==> config.mk <==
export PLATFORM = sky130hd
export DESIGN_NAME = noc_router
export DESIGN_NICKNAME = d
export VERILOG_FILES = /design/src/rtl/noc_router.sv
export SDC_FILE = /design/constraint.sdc
export NUM_CORES = 2
export LEC_CHECK = 0
export BUFFER_PORTS_ARGS = -buffer_cell sky130_fd_sc_hd__buf_2
export CAP_MARGIN = 10
export CORE_MARGIN = 5
export CORE_UTILIZATION = 30
export CTS_CLUSTER_SIZE = 16
export DETAILED_ROUTE_END_ITERATION = 16
export MAX_ROUTING_LAYER = met4
export PLACE_DENSITY = 0.55
export SLEW_MARGIN = 40
export SYNTH_ARGS = -nofsm -noshare
export SYNTH_HDL_FRONTEND = slang
export SYNTH_SLANG_ARGS = --single-unit
export TNS_END_PERCENT = 10
==> constraint.sdc <==
create_clock -name clk -period 6.9 [get_ports clk]
set_input_delay 2.07 -clock clk [delete_from_list [all_inputs] [get_ports clk]]
set_output_delay 2.07 -clock clk [all_outputs]
set_load 0.01 [all_outputs]
==> src/rtl/noc_router.sv <==
// Five-port XY mesh router: per-input FIFOs, per-output round-robin allocation,
// single-flit packets with destination coordinates in the low bits.
module noc_router #(
  parameter int LOC_X     = 0,
  parameter int LOC_Y     = 0,
  parameter int NOC_SIZE  = 4,
  parameter int BUS_WIDTH = 32,
  parameter int DEPTH     = 4
) (
  input  logic                 clk,
  input  logic                 rst,
  input  logic [BUS_WIDTH-1:0] north_in,
  input  logic [BUS_WIDTH-1:0] south_in,
  input  logic [BUS_WIDTH-1:0] east_in,
  input  logic [BUS_WIDTH-1:0] west_in,
  input  logic [BUS_WIDTH-1:0] local_in,
  input  logic                 bf_inp_north,
  input  logic                 bf_inp_south,
  input  logic                 bf_inp_east,
  input  logic                 bf_inp_west,
  input  logic                 bf_inp_local,
  output logic                 bf_op_north,
  output logic                 bf_op_south,
  output logic                 bf_op_east,
  output logic                 bf_op_west,
  output logic                 bf_op_local,
  output logic [BUS_WIDTH-1:0] north_out,
  output logic [BUS_WIDTH-1:0] south_out,
  output logic [BUS_WIDTH-1:0] east_out,
  output logic [BUS_WIDTH-1:0] west_out,
  output logic [BUS_WIDTH-1:0] local_out
);
  localparam int CW   = (NOC_SIZE > 2) ? $clog2(NOC_SIZE) : 1;
  localparam int AW   = $clog2(DEPTH);
  localparam int CNTW = AW + 1;
  localparam logic [CW-1:0]   LX   = CW'(LOC_X);
  localparam logic [CW-1:0]   LY   = CW'(LOC_Y);
  localparam logic [CNTW-1:0] FULL = CNTW'(DEPTH);

  typedef logic [BUS_WIDTH-1:0] flit_t;

  flit_t       in_s [5];
  logic [4:0]  bf_inp_s;
  flit_t       mem_q [5][DEPTH];
  flit_t       mem_d [5][DEPTH];
  logic [AW-1:0]   wr_q [5], wr_d [5], rd_q [5], rd_d [5];
  logic [CNTW-1:0] cnt_q [5], cnt_d [5];
  logic [4:0]  full_q, full_d;
  flit_t       out_q [5], out_d [5];
  logic [2:0]  ptr_q [5], ptr_d [5];
  flit_t       head_s [5];
  logic [2:0]  route_s [5];
  logic [4:0]  req_s [5];
  logic [3:0]  pick_s [5];
  logic [4:0]  push_s, pop_s;

  assign in_s[0] = north_in;
  assign in_s[1] = south_in;
  assign in_s[2] = east_in;
  assign in_s[3] = west_in;
  assign in_s[4] = local_in;
  assign bf_inp_s = {bf_inp_local, bf_inp_west, bf_inp_east, bf_inp_south, bf_inp_north};

  // Output index order: north 0, south 1, east 2, west 3, local 4.
  function automatic logic [2:0] xy_route(input logic [2*CW-1:0] coord);
    logic [CW-1:0] dx, dy;
    dx = coord[2*CW-1:CW];
    dy = coord[CW-1:0];
    if (dx > LX)      return 3'd2;
    else if (dx < LX) return 3'd3;
    else if (dy > LY) return 3'd0;
    else if (dy < LY) return 3'd1;
    else              return 3'd4;
  endfunction

  // Returns {valid, index} of the first requester at or after ptr, wrapping 4 -> 0.
  function automatic logic [3:0] rr_pick(input logic [4:0] req, input logic [2:0] ptr);
    logic [3:0] res;
    logic [3:0] sum;
    res = 4'd0;
    for (int k = 4; k >= 0; k--) begin
      sum = {1'b0, ptr} + 4'(k);
      sum = (sum >= 4'd5) ? (sum - 4'd5) : sum;
      res = req[sum[2:0]] ? {1'b1, sum[2:0]} : res;
    end
    return res;
  endfunction

  // Head routing and per-output allocation.
  always_comb begin
    for (int i = 0; i < 5; i++) begin
      head_s[i]  = mem_q[i][rd_q[i]];
      route_s[i] = xy_route(head_s[i][2*CW-1:0]);
    end
    for (int o = 0; o < 5; o++) begin
      for (int i = 0; i < 5; i++) begin
        req_s[o][i] = (cnt_q[i] != '0) && (route_s[i] == 3'(o));
      end
      pick_s[o] = bf_inp_s[o] ? 4'd0 : rr_pick(req_s[o], ptr_q[o]);
    end
  end

  // Next-state for FIFOs, outputs and round-robin pointers.
  always_comb begin
    pop_s = 5'd0;
    for (int o = 0; o < 5; o++) begin
      for (int i = 0; i < 5; i++) begin
        pop_s[i] = pop_s[i] | (pick_s[o][3] && (pick_s[o][2:0] == 3'(i)));
      end
    end
    mem_d = mem_q;
    for (int i = 0; i < 5; i++) begin
      push_s[i] = in_s[i][BUS_WIDTH-1] && (cnt_q[i] != FULL);
      wr_d[i]   = push_s[i] ? wr_q[i] + AW'(1) : wr_q[i];
      rd_d[i]   = pop_s[i] ? rd_q[i] + AW'(1) : rd_q[i];
      if (push_s[i]) begin
        mem_d[i][wr_q[i]] = in_s[i];
      end else begin
        mem_d[i][wr_q[i]] = mem_q[i][wr_q[i]];
      end
      case ({push_s[i], pop_s[i]})
        2'b10:   cnt_d[i] = cnt_q[i] + CNTW'(1);
        2'b01:   cnt_d[i] = cnt_q[i] - CNTW'(1);
        default: cnt_d[i] = cnt_q[i];
      endcase
      full_d[i] = (cnt_d[i] == FULL);
    end
    for (int o = 0; o < 5; o++) begin
      out_d[o] = pick_s[o][3] ? head_s[pick_s[o][2:0]] : '0;
      ptr_d[o] = !pick_s[o][3] ? ptr_q[o] :
                 (pick_s[o][2:0] == 3'd4) ? 3'd0 : pick_s[o][2:0] + 3'd1;
    end
  end

  // State registers.
  always_ff @(posedge clk or negedge rst) begin
    if (!rst) begin
      for (int i = 0; i < 5; i++) begin
        for (int d = 0; d < DEPTH; d++) begin
          mem_q[i][d] <= '0;
        end
        wr_q[i]  <= '0;
        rd_q[i]  <= '0;
        cnt_q[i] <= '0;
        out_q[i] <= '0;
        ptr_q[i] <= 3'd0;
      end
      full_q <= 5'd0;
    end else begin
      mem_q  <= mem_d;
      wr_q   <= wr_d;
      rd_q   <= rd_d;
      cnt_q  <= cnt_d;
      out_q  <= out_d;
      ptr_q  <= ptr_d;
      full_q <= full_d;
    end
  end

  assign north_out   = out_q[0];
  assign south_out   = out_q[1];
  assign east_out    = out_q[2];
  assign west_out    = out_q[3];
  assign local_out   = out_q[4];
  assign bf_op_north = full_q[0];
  assign bf_op_south = full_q[1];
  assign bf_op_east  = full_q[2];
  assign bf_op_west  = full_q[3];
  assign bf_op_local = full_q[4];
endmodule

==> results.py <==
metrics = {
    "outcome": {
        "outcome": "finished clean",
    },
    "sta": {
        "worstMarginPinSlew_ps": 919,
        "rsz0062_at_grt": "false",
        "hold_viol_final": 0,
        "maxSlewHeadroom_pct": 38.1,
        "worst_hold_slack_ps": 518,
        "fmax_mhz": 167,
        "tns_ps": 0,
        "min_period_ps": 5990,
        "drv_slew": 0,
        "final.setup.worst_slack_ps": 905,
        "finalSetupViolations": 0,
        "clock_skew_ps": 41.7,
        "final.period_utilization_pct": 86.9,
    },
    "floorplan": {
        "die_x_um": 399,
        "fp-row-count": 142,
        "start_util_pct": 30.2,
        "dieArea_um2": 159000,
        "boundaryPins": 332,
        "die_height_um": 399,
        "coreArea_um2": 150000,
    },
    "logic_synthesis": {
        "yosys_warnings": 0,
        "synth-seq-cells": 785,
        "avgSynthCellArea_um2": 10.3,
        "yosysSeqAreaShare_pct": 43.4,
        "netlist_instances": 4377,
        "syn-cell-area_um2": 45300,
        "ys.flop_type": "dfrtp_1",
        "synth_edf_count": 0,
        "synth.distinct_cells": 95,
        "async_flop_share_pct": 100,
    },
    "clock_tree": {
        "clock_latency_ps": 720,
        "cts_setup_buffers": 0,
        "cts_max_level": 3,
        "clock-root-buffer": "clkbuf_16",
        "cts.sinks": 785,
        "cts_buffer_depth": 3,
        "cts_resized": 0,
        "cts_buffers": 94,
        "cts.clk_slew.worst_paths_ps": 60,
        "cts_tree": "done",
        "hold_buffers": 0,
    },
    "routing": {
        "antenna_left": 0,
        "first_pass_iters": 6,
        "drcViolationCount": 0,
        "vias": 35159,
        "wl_per_cell_um": 23.6,
        "wirelength_mm": 156,
        "via_per_inst": 5.30,
        "drt_first_iter_violations": 3536,
    },
    "placed_design": {
        "dp_slack_ps": 989,
        "gp_congestion": 0.978,
        "dp_hpwl_mm": 112,
        "placed_cell_area_um2": 48600,
        "port_buffers": 265,
    },
    "critical_path": {
        "end_kind": "register",
        "arrival_ps": 6580,
        "worst_ep_required_time_ps": 7490,
        "criticalPathCategory": "register to register",
        "cp-start-kind": "register",
        "crit_fanout": 19,
    },
    "grt": {
        "globalRoute.totalOverflow": 0,
        "grt_first_pass_wirelength_mm": 230,
        "grt-busiest-layer": "met2",
        "grt_use_met2_pct": 30.2,
        "grt_util_met3_pct": 3.82,
        "grt_pass1_vias": 33637,
        "met1_usage_pct": 26.6,
        "antenna_found_initial": 20,
        "grt_max_degree": 129,
        "track_usage_pct": 19.8,
    },
    "layout": {
        "final_common_cell": "nor2_1",
        "final_area_um2": 52000,
        "nNetsFinal": 4762,
        "fill_cells": 14980,
        "regArea_um2": 19700,
        "synthToLayoutAreaGrowth_pct": 14.8,
        "multi_input_comb_area_um2": 23900,
        "drive_gt1_share_pct": 21.7,
        "final_cell_mix": "nor2_1 (787), dfrtp_1 (775), a21oi_1 (712)",
    },
    "hold_path": {
        "hp-class": "register to register",
    },
    "run": {
        "drv_cap": 0,
    },
}
## cells by family after synthesis
logic type	synth area share, %
mux	23.7
xor+xnor	0.754
simple gates	11.1
other cells	0.00828
buf+inv	4.82
flops	43.4
compound gates	14.1
fa+ha+maj	2.15
## per-stage QoR
stage | instances | utilization, %
6_report | 6628 | 34.7
5_1_grt | 6624 | 34.7
4_1_cts | 6618 | 34.6
3_5_place_dp | 6441 | 32.4
3_3_place_gp | 6439 | 32.4
2_1_floorplan | 4446 | -
## Yosys cell counts, types with 15 or more instances
cell type,count,area [um2]
inv_1,60,225
nor2_1,789,2960
or3_1,16,100
xnor2_1,22,193
nand2_1,245,920
buf_4,82,616
o211ai_1,36,270
a41oi_1,34,298
a211oi_1,27,203
nor2b_1,15,93.8
a311oi_1,30,263
ha_1,65,813
nor3_1,27,135
nand2b_1,15,93.8
mux4_2,271,6100
mux2i_1,383,3830
o21ai_0,83,415
nand3_1,24,120
buf_1,64,240
clkbuf_1,214,803
a211oi_2,29,363
dfrtp_1,785,19600
xor2_1,17,149
a21oi_1,713,3570
mux2_2,70,788
buf_2,38,190
## registers in the layout, summed over array words and instances (netlist names)
| register | count |
|---|---|
| local_out | 32 |
| rd_q | 10 |
| cnt_q | 15 |
| north_out | 32 |
| mem_q | 640 |
| full_q | 5 |
| east_out | 32 |
| wr_q | 10 |
| ptr_q | 9 |
## routing by layer
layer	share of wire, %	up-vias
met5	0	-
met4	3.9	0
met3	7.0	243
met2	46	1274
met1	43	17656
li1	-	15986
## critical path: stages (launching register included)
cell and delay [ps]:
dfrtp_1 600, inv_1 270, ha_1 310, ha_1 420, a21oi_1 210, mux2i_1 240
buf_4 180, mux2_2 340, o2bb2a_1 290, and4b_1 220, o211a_1 210, o21a_4 350
clkinv_2 160, ha_1 250, nor3b_1 150, buf_4 180, or3_1 430, ha_1 240
inv_1 70, fa_1 390, o21ai_0 270, nor3b_1 90
## area by class of cell
type,count,share of cell area [%]
Antenna cell,9,0.0433
Multi-Input combinational cell,3187,45.9
Tap cell,2016,4.85
Sequential cell,785,37.8
Timing Repair Buffer,385,4.53
Inverter,69,0.500
Clock inverter,47,1.16
Clock buffer,130,5.19
## worst paths after layout
check / start / to / slack (ps) / cells after the start
worst max-delay path: ptr_q[13] / full_q[4] / 910 / 21
worst min-delay path: cnt_q[11] / cnt_q[11] / 520 / 1
worst max register to register: ptr_q[13] / full_q[4] / 910 / 21
worst min register to register: cnt_q[11] / cnt_q[11] / 520 / 1
max in group asynchronous: rst / rd_q[6] / 4250 / 3
min in group asynchronous: rst / wr_q[2] / 1250 / 1
Power is left out: the tool's default activity adds up to more than one toggle a clock period on the data nets, which glitch-free logic cannot reach.
